===== src/rtl/dma_read_fifo.sv =====
// dma_read_fifo: show-ahead data FIFO between the DMA read and write stages.
// Raises p1_fifo_full one cycle early so the read stage can stop issuing in time.
//
// Ports:
//   clk, reset_n      clock, async active-low reset
//   clk_en            global enable; low freezes all state
//   clear             synchronous flush (wins over push/pop)
//   fifo_wr/wrdata    push strobe and data from the read stage
//   fifo_rd           pop strobe from the write stage
//   fifo_rddata       head entry, 0 when empty
//   fifo_empty/full   registered flags
//   p1_fifo_full      lookahead full, from next-cycle count
//   fifo_count        entries held, 0..DEPTH
//   overflow          sticky: push dropped
//   underflow         sticky: pop ignored
module dma_read_fifo #(
   parameter int DATA_WIDTH  = 32,
   parameter int ADDR_WIDTH  = 5,
   parameter int FULL_MARGIN = 1
) (
   input  logic                  clk,
   input  logic                  reset_n,
   input  logic                  clk_en,
   input  logic                  clear,
   input  logic                  fifo_wr,
   input  logic [DATA_WIDTH-1:0] fifo_wrdata,
   input  logic                  fifo_rd,
   output logic [DATA_WIDTH-1:0] fifo_rddata,
   output logic                  fifo_empty,
   output logic                  fifo_full,
   output logic                  p1_fifo_full,
   output logic [ADDR_WIDTH:0]   fifo_count,
   output logic                  overflow,
   output logic                  underflow
);

   localparam int DEPTH = 2 ** ADDR_WIDTH;
   localparam logic [ADDR_WIDTH-1:0] PTR_ONE =
      {{(ADDR_WIDTH-1){1'b0}}, 1'b1};
   localparam logic [ADDR_WIDTH:0] CNT_ONE =
      {{ADDR_WIDTH{1'b0}}, 1'b1};
   localparam logic [ADDR_WIDTH:0] CNT_FULL =
      {1'b1, {ADDR_WIDTH{1'b0}}};
   localparam logic [ADDR_WIDTH+1:0] MARGIN =
      (ADDR_WIDTH+2)'(FULL_MARGIN);
   localparam logic [ADDR_WIDTH+1:0] DEPTH_W =
      {2'b01, {ADDR_WIDTH{1'b0}}};

   logic [DATA_WIDTH-1:0] mem_q [DEPTH];

   logic [ADDR_WIDTH-1:0] wr_ptr_q, wr_ptr_d;
   logic [ADDR_WIDTH-1:0] rd_ptr_q, rd_ptr_d;
   logic [ADDR_WIDTH:0]   count_q, count_d;
   logic                  empty_q, empty_d;
   logic                  full_q, full_d;
   logic                  ovf_q, ovf_d;
   logic                  unf_q, unf_d;
   logic                  rd_ok, wr_ok, mem_we;

   // A push into a full FIFO is only legal when a pop frees the slot.
   assign rd_ok  = fifo_rd & ~empty_q;
   assign wr_ok  = fifo_wr & (~full_q | rd_ok);
   assign mem_we = clk_en & ~clear & wr_ok;

   always_comb begin
      wr_ptr_d = wr_ptr_q;
      rd_ptr_d = rd_ptr_q;
      count_d  = count_q;
      ovf_d    = ovf_q;
      unf_d    = unf_q;
      if (clk_en) begin
         if (clear) begin
            wr_ptr_d = '0;
            rd_ptr_d = '0;
            count_d  = '0;
            ovf_d    = 1'b0;
            unf_d    = 1'b0;
         end else begin
            if (wr_ok) wr_ptr_d = wr_ptr_q + PTR_ONE;
            if (rd_ok) rd_ptr_d = rd_ptr_q + PTR_ONE;
            unique case ({wr_ok, rd_ok})
               2'b10:   count_d = count_q + CNT_ONE;
               2'b01:   count_d = count_q - CNT_ONE;
               default: count_d = count_q;
            endcase
            if (fifo_wr & ~wr_ok) ovf_d = 1'b1;
            if (fifo_rd & empty_q) unf_d = 1'b1;
         end
      end
      empty_d = (count_d == '0);
      full_d  = (count_d == CNT_FULL);
   end

   always_ff @(posedge clk or negedge reset_n) begin
      if (!reset_n) begin
         wr_ptr_q <= '0;
         rd_ptr_q <= '0;
         count_q  <= '0;
         empty_q  <= 1'b1;
         full_q   <= 1'b0;
         ovf_q    <= 1'b0;
         unf_q    <= 1'b0;
      end else begin
         wr_ptr_q <= wr_ptr_d;
         rd_ptr_q <= rd_ptr_d;
         count_q  <= count_d;
         empty_q  <= empty_d;
         full_q   <= full_d;
         ovf_q    <= ovf_d;
         unf_q    <= unf_d;
      end
   end

   // Storage is deliberately not reset.
   always_ff @(posedge clk) begin
      if (mem_we) mem_q[wr_ptr_q] <= fifo_wrdata;
   end

   // Gated by reset_n so the flag reads 0 while reset is held,
   // whatever the margin and inputs.
   assign p1_fifo_full = reset_n &
      (({1'b0, count_d} + MARGIN) >= DEPTH_W);

   assign fifo_rddata = empty_q ? '0 : mem_q[rd_ptr_q];
   assign fifo_empty  = empty_q;
   assign fifo_full   = full_q;
   assign fifo_count  = count_q;
   assign overflow    = ovf_q;
   assign underflow   = unf_q;

endmodule

===== config.mk =====
export PLATFORM = sky130hd
export DESIGN_NAME = dma_read_fifo
export DESIGN_NICKNAME = d
export VERILOG_FILES = /design/src/rtl/dma_read_fifo.sv
export SDC_FILE = /design/constraint.sdc
export NUM_CORES = 1
export LEC_CHECK = 0
export ABC_CLOCK_PERIOD_IN_PS = 3600
export CORE_UTILIZATION = 35
export CTS_CLUSTER_SIZE = 30
export DETAILED_ROUTE_END_ITERATION = 8
export PLACE_DENSITY = 0.53
export SLEW_MARGIN = 20
export SYNTH_ARGS = -nofsm -noshare
export SYNTH_HDL_FRONTEND = slang
export SYNTH_SLANG_ARGS = --single-unit

===== constraint.sdc =====
create_clock -name clk -period 3.6 [get_ports clk]
set_input_delay 0.36 -clock clk [delete_from_list [all_inputs] [get_ports clk]]
set_output_delay 0.36 -clock clk [all_outputs]
set_load 0.02 [all_outputs]

==> results of run 1 <==
-- cells by family after synthesis --
| group | Yosys count | synth area share |
|---|---|---|
| DFF | 1044 | 0.777 |
| muxes | 323 | 0.180 |
| buffers and inverters | 104 | 0.0127 |
| and+or+nand+nor | 97 | 0.0124 |
| AOI/OAI and AO/OA | 76 | 0.0151 |
| adders and majority gates | 8 | 0.00249 |
| xor gates and xnor gates | 4 | 0.000871 |
-- power by group through the flow --
stage | sequential, mW | combinational (mW) | clock, mW
finish | 13.7 | 7.93 | 10.6
global route | 13.7 | 8.40 | 11.2
CTS | 13.7 | 8.00 | 10.8
detailed placement | 13.9 | 7.38 | 0
global placement | 13.9 | 7.34 | 0
floorplan | 13.9 | 4.74 | 0
-- per-stage QoR --
step | hold WS, ps | setup slack [ps] | utilization | TNS (ps) | total power, mW
4_1_cts | 106 | -110 | 0.424 | -690 | 32.5
6_report | 146 | 13.6 | 0.425 | 0 | 32.2
3_5_place_dp | 521 | -294 | 0.388 | -294 | 21.3
3_3_place_gp | 518 | -317 | 0.388 | -317 | 21.3
2_1_floorplan | 64.4 | 447 | - | 0 | 18.6
5_1_grt | 153 | -99.6 | 0.425 | -165 | 33.4
-- flip-flops by register name, indices dropped and copies added, names as in the netlist --
name        count
wr_ptr_q        5
overflow        1
mem_q        1024
underflow       1
rd_ptr_q        5
fifo_full       1
fifo_empty      1
fifo_count      6
-- cells in the final DEF, fill, tap and decap left out, types with 4 or more instances in the layout --
cell                n
a22o_1             25
nor2b_1             8
nand3b_1            6
mux4_2            320
buf_6              15
buf_2              19
nor2_4             34
bufinv_16           6
clkdlybuf4s50_1    45
clkbuf_16         108
o22ai_1             5
nand2_1            10
buf_4              97
a22o_4             10
nand3_1             5
a21oi_1             6
inv_1               9
edfxtp_1         1024
clkinv_2           18
inv_6               5
clkinv_1           30
ha_1                5
nor2_1             12
clkbuf_1           25
o21ai_0             4
buf_16             17
dfrtp_1            16
buf_12             50
-- path summary, 6_finish.rpt --
kind / to / startpoint / slack (ps) / cells past startpoint
max: p1_fifo_full / fifo_empty / 10 / 12
min in group clk: mem_q[0][24] / fifo_wrdata[24] / 200 / 1
min: underflow / reset_n / 150 / 2
max in group asynchronous: fifo_empty / reset_n / 3170 / 2
max reg2reg: fifo_empty / fifo_empty / 800 / 13
min reg2reg: overflow / overflow / 540 / 2
-- what timing repair did --
action	CTS	global route
cloned	10	1
setup endpoints to repair	33	24
hold endpoints to repair	0	0
setup buffers	25	6
resized for setup	169	36
pin swaps	6	7
hold buffers	0	0
-- per-layer routing --
| metal | track usage | share of wire |
|---|---|---|
| met5 | 0 | 0 |
| met3 | 0.0305 | 0.055 |
| met1 | 0.240 | 0.42 |
| met4 | 0.0453 | 0.019 |
| met2 | 0.307 | 0.51 |
-- layout make-up --
class,instances,share of cell area
timing repair buffer,252,0.0626
sequential,1044,0.645
antenna,2,0.000103
clock buffer,132,0.0572
tap,1512,0.0390
inverter,12,0.00103
clock inverter,66,0.0118
multi-input combinational,508,0.184
==> flow_summary.toml, run 1 <==
[yosys]
yosysTopAreaCell = "edfxtp_1"
yosysMostFrequentCell = "edfxtp_1"
async_flop_share = 0.0192
synth_flop_cell = "edfxtp_1"
ys_seq_area_frac = 0.777
netlist_instances = 1656
syn_nets = 1702
synth_area_mm2 = 0.0402
synthTopCellsByArea = "edfxtp_1 76%, mux4_2 18%, dfrtp_1 1.2%"
synth_commonest_cells = "1024 x edfxtp_1, 320 x mux4_2, 50 x clkbuf_1, 46 x nor2_1, 35 x a22o_1"
avgSynthCellArea_um2 = 24.3
synth_top_area_frac = 0.764
synthDistinctLibCells = 49
yosysWarnings = 0
synth_edf_count = 1024
ys_seq_elements = 1044

[timing]
fmax_ghz = 0.279
fin_skew_ps = 39.5
setup_violations = 0
period_share = 0.996
rsz0062_at_grt = "yes"
min_period_ps = 3590
relSlewSlack = 0.289
tightest_slew_ps = 1060
drv_slew = 0
hold_violations = 0

[final_layout]
fin_cells = 3528
layout-drive-gt1-share = 0.367
fin_area_mm2 = 0.0485
final_net_count = 1971
multi_input_area_mm2 = 0.00890
fillers = 9809
seqCellArea_mm2 = 0.0313
area_growth_pct = 20.5

[floorplan]
die-area_mm2 = 0.116
fp-row-count = 124
core-area_mm2 = 0.114
die_h_um = 341
ios = 81
start_util = 0.352
fp.dieW_um = 341

[global_route]
antenna_found_initial = 2
grt_first_pass_wirelength_um = 147000
grt_pass1_vias = 19800
grt.overflow.total = 0
grt_max_degree = 68
grtUsageTotal = 0.180

[power]
seq_power_share = 0.426
peakVddDrop_mv = 0.409
swShare = 0.266
pwr-share-comb = 0.246
switchingPower_mw = 8.56
pwr_density_cell_mw_per_mm2 = 664
clkPwrFrac = 0.328
p_int_mw = 23.6
leakage_nw = 15.0

[critical_path]
crit_path_max_fanout = 4
crit_buf_inv = 3
critical_path.cell_chain = "nand2b_4 -> buf_6 -> inv_2 -> ha_4 -> xor2_1 -> ha_2 -> nor4bb_1 -> a311o_1 -> nand4_1 -> nor2_1 -> a32o_2 -> buf_4"
max_stage_delay_ps = 530
cpMaxStageDelayCell = "dfstp_2"
crit_family = "simple AND/OR/NAND/NOR gates"
criticalPathCategory = "reg -> out"
worst_setup_path_end_kind = "output port"
required_ps = 3240
startpoint_type = "register"
crit_arrival_ps = 3230

[drt]
initialDrtViolationCount = 1820
route.vias.total = 18900
dr.pass1.iters = 5
post_drt_wl_per_cell_um = 29.4
drcViolationCount = 0
wl_um = 104000
routed_via_density = 5.37
ant_nets = 0

[placed_design]
dpl.cell_count = 3289
placed_area_mm2 = 0.0444
gp_congestion = 0.736
dpl.hpwl_um = 56800
numPortBuffers = 80

[clock_tree]
clk_latency_ps = 700
cts-root-buf = "clkbuf_16"
cts_sinks = 1044
cts_buffers = 107
htreeDepth = 3
clk_pin_slew_ps = 70
cts_tree = "built"
cts_buffer_depth = 3

[min_path]
min_path_type = "in -> async"

[run_status]
outcome = "finished clean"

[run]
drv_cap = 0
(Power assumes the default switching activity.)
==> inputs of run 2 (changes only) <==
SETUP_SLACK_MARGIN = 0.15   (was unset)
==> flow_summary.toml, run 2 (synthesis results as in run 1) <==
[critical_path]
criticalPathCategory = "reg -> out"
reg2reg_from = "fifo_empty"
worst_setup_path_end_kind = "output port"
required_ps = 3240
startpoint_type = "register"
crit_arrival_ps = 3170
startpoint = "rd_ptr_q[0]"
crit_path_max_fanout = 6

[timing]
setup_ws_ps = 71.8
relSlewSlack = 0.291
tightest_slew_ps = 1060
whs_ps = 144
fin_skew_ps = 38.9
rsz0062_at_grt = "yes"
setup_violations = 0
fmax_ghz = 0.283
hold_violations = 0
min_period_ps = 3530
period_share = 0.980
drv_slew = 0

[power]
seq_power_share = 0.412
pwr_density_cell_mw_per_mm2 = 672
clkPwrFrac = 0.317
peakVddDrop_mv = 0.485
pwr-share-comb = 0.270
p_int_mw = 24.4
switchingPower_mw = 8.80
leakage_nw = 15.4
swShare = 0.265
total_power_mw = 33.2

[drt]
initialDrtViolationCount = 1875
wl_um = 106000
dr.pass1.iters = 5
routed_via_density = 5.37
route.vias.total = 19100
ant_nets = 0
post_drt_wl_per_cell_um = 29.7
drcViolationCount = 0

[clock_tree]
cts_buffer_depth = 3
clk_pin_slew_ps = 70
htreeDepth = 3
cts_sinks = 1044
cts_tree = "built"
clk_latency_ps = 700
cts_buffers = 107
cts-root-buf = "clkbuf_16"

[final_layout]
final_net_count = 2000
layout-drive-gt1-share = 0.379
seqCellArea_mm2 = 0.0313
fillers = 9716
largest-register = "mem_q"
largest_register_ffs = 1024
layout_common_cells = "1024 x edfxtp_1, 320 x mux4_2, 111 x clkbuf_16, 80 x buf_4, 57 x buf_12"
multi_input_area_mm2 = 0.00894
final_common_cell = "edfxtp_1"
area_growth_pct = 22.9
fin_cells = 3557

[placed_design]
dp_slack_ps = -294
gp_congestion = 0.736
dpl.cell_count = 3289
dpl.hpwl_um = 56800
numPortBuffers = 80

[min_path]
min_path_type = "in -> async"

[floorplan]
start_util = 0.352
ios = 81
fp-row-count = 124
die-area_mm2 = 0.116
die_h_um = 341
fp.dieW_um = 341
core-area_mm2 = 0.114

[run]
drv_cap = 0

[global_route]
grt.overflow.total = 0
grt_first_pass_wirelength_um = 149000
antenna_found_initial = 2
grt_pass1_vias = 20000
grt_max_degree = 68
grtUsageTotal = 0.183

[run_status]
outcome = "finished clean"
run 2: changes by cell type in the layout (fill, tap and decap cells not counted), sizes merged:
cell	delta
bufbuf	-1
buf	+34
clkdlybuf4s15	-5
clkbuf	+1
run 2: worst max-delay path, cell delays in order (launching register included):
cell,delay [ps]
dfrtp_4,520
buf_12,150
buf_16,140
buf_12,150
buf_16,150
mux4_2,430
mux4_2,500
a22o_4,300
buf_6,140
run 2: final cells by class:
type | count | share of cell area
Antenna cell | 2 | 0.000101
Inverter | 12 | 0.00106
Multi-Input combinational cell | 508 | 0.181
Clock inverter | 66 | 0.0116
Tap cell | 1512 | 0.0383
Clock buffer | 132 | 0.0560
Timing Repair Buffer | 281 | 0.0800
Sequential cell | 1044 | 0.632
run 2: worst paths after layout:
kind	end	slack (ps)	cells past startpoint
setup reg to reg	fifo_empty	810	13
setup / recovery	fifo_rddata[30]	70	8
hold / removal	underflow	140	2
max in group asynchronous	fifo_empty	3160	2
hold reg to reg	overflow	540	2
min in group clk	mem_q[0][24]	190	1
run 2: what timing repair did:
| item | CTS | global route |
|---|---|---|
| buffers inserted | 37 | 3 |
| resized for setup | 290 | 27 |
| hold buffers | 0 | 0 |
| cloned | 24 | 4 |
| setup endpoints to repair | 33 | 33 |
| pin swaps | 27 | 14 |
run 2: per-layer routing:
| metal | global-route usage | routed length, um | vias to the layer above |
|---|---|---|---|
| li1 | - | - | 7815 |
| met1 | 0.244 | 43700 | 10600 |
| met2 | 0.310 | 53800 | 562 |
| met3 | 0.0296 | 5640 | 128 |
| met4 | 0.0504 | 2390 | 0 |
| met5 | 0 | 0 | - |
run 2: power by group through the flow:
stage | clock, mW | combinational, mW | sequential (mW)
after floorplan | 0 | 4.74 | 13.9
after global placement | 0 | 7.34 | 13.9
after detailed placement | 0 | 7.38 | 13.9
after CTS | 10.8 | 8.96 | 13.7
after global routing | 11.2 | 9.46 | 13.7
final | 10.5 | 8.97 | 13.7
run 2: through the flow:
| step | setup TNS [ps] | instance area (um^2) | utilization |
|---|---|---|---|
| after floorplan | 0 | 40200 | - |
| after global placement | -317 | 44400 | 0.388 |
| after detailed placement | -294 | 44400 | 0.388 |
| after CTS | -3.44 | 49200 | 0.431 |
| after global routing | -48.2 | 49500 | 0.433 |
| final | 0 | 49500 | 0.433 |
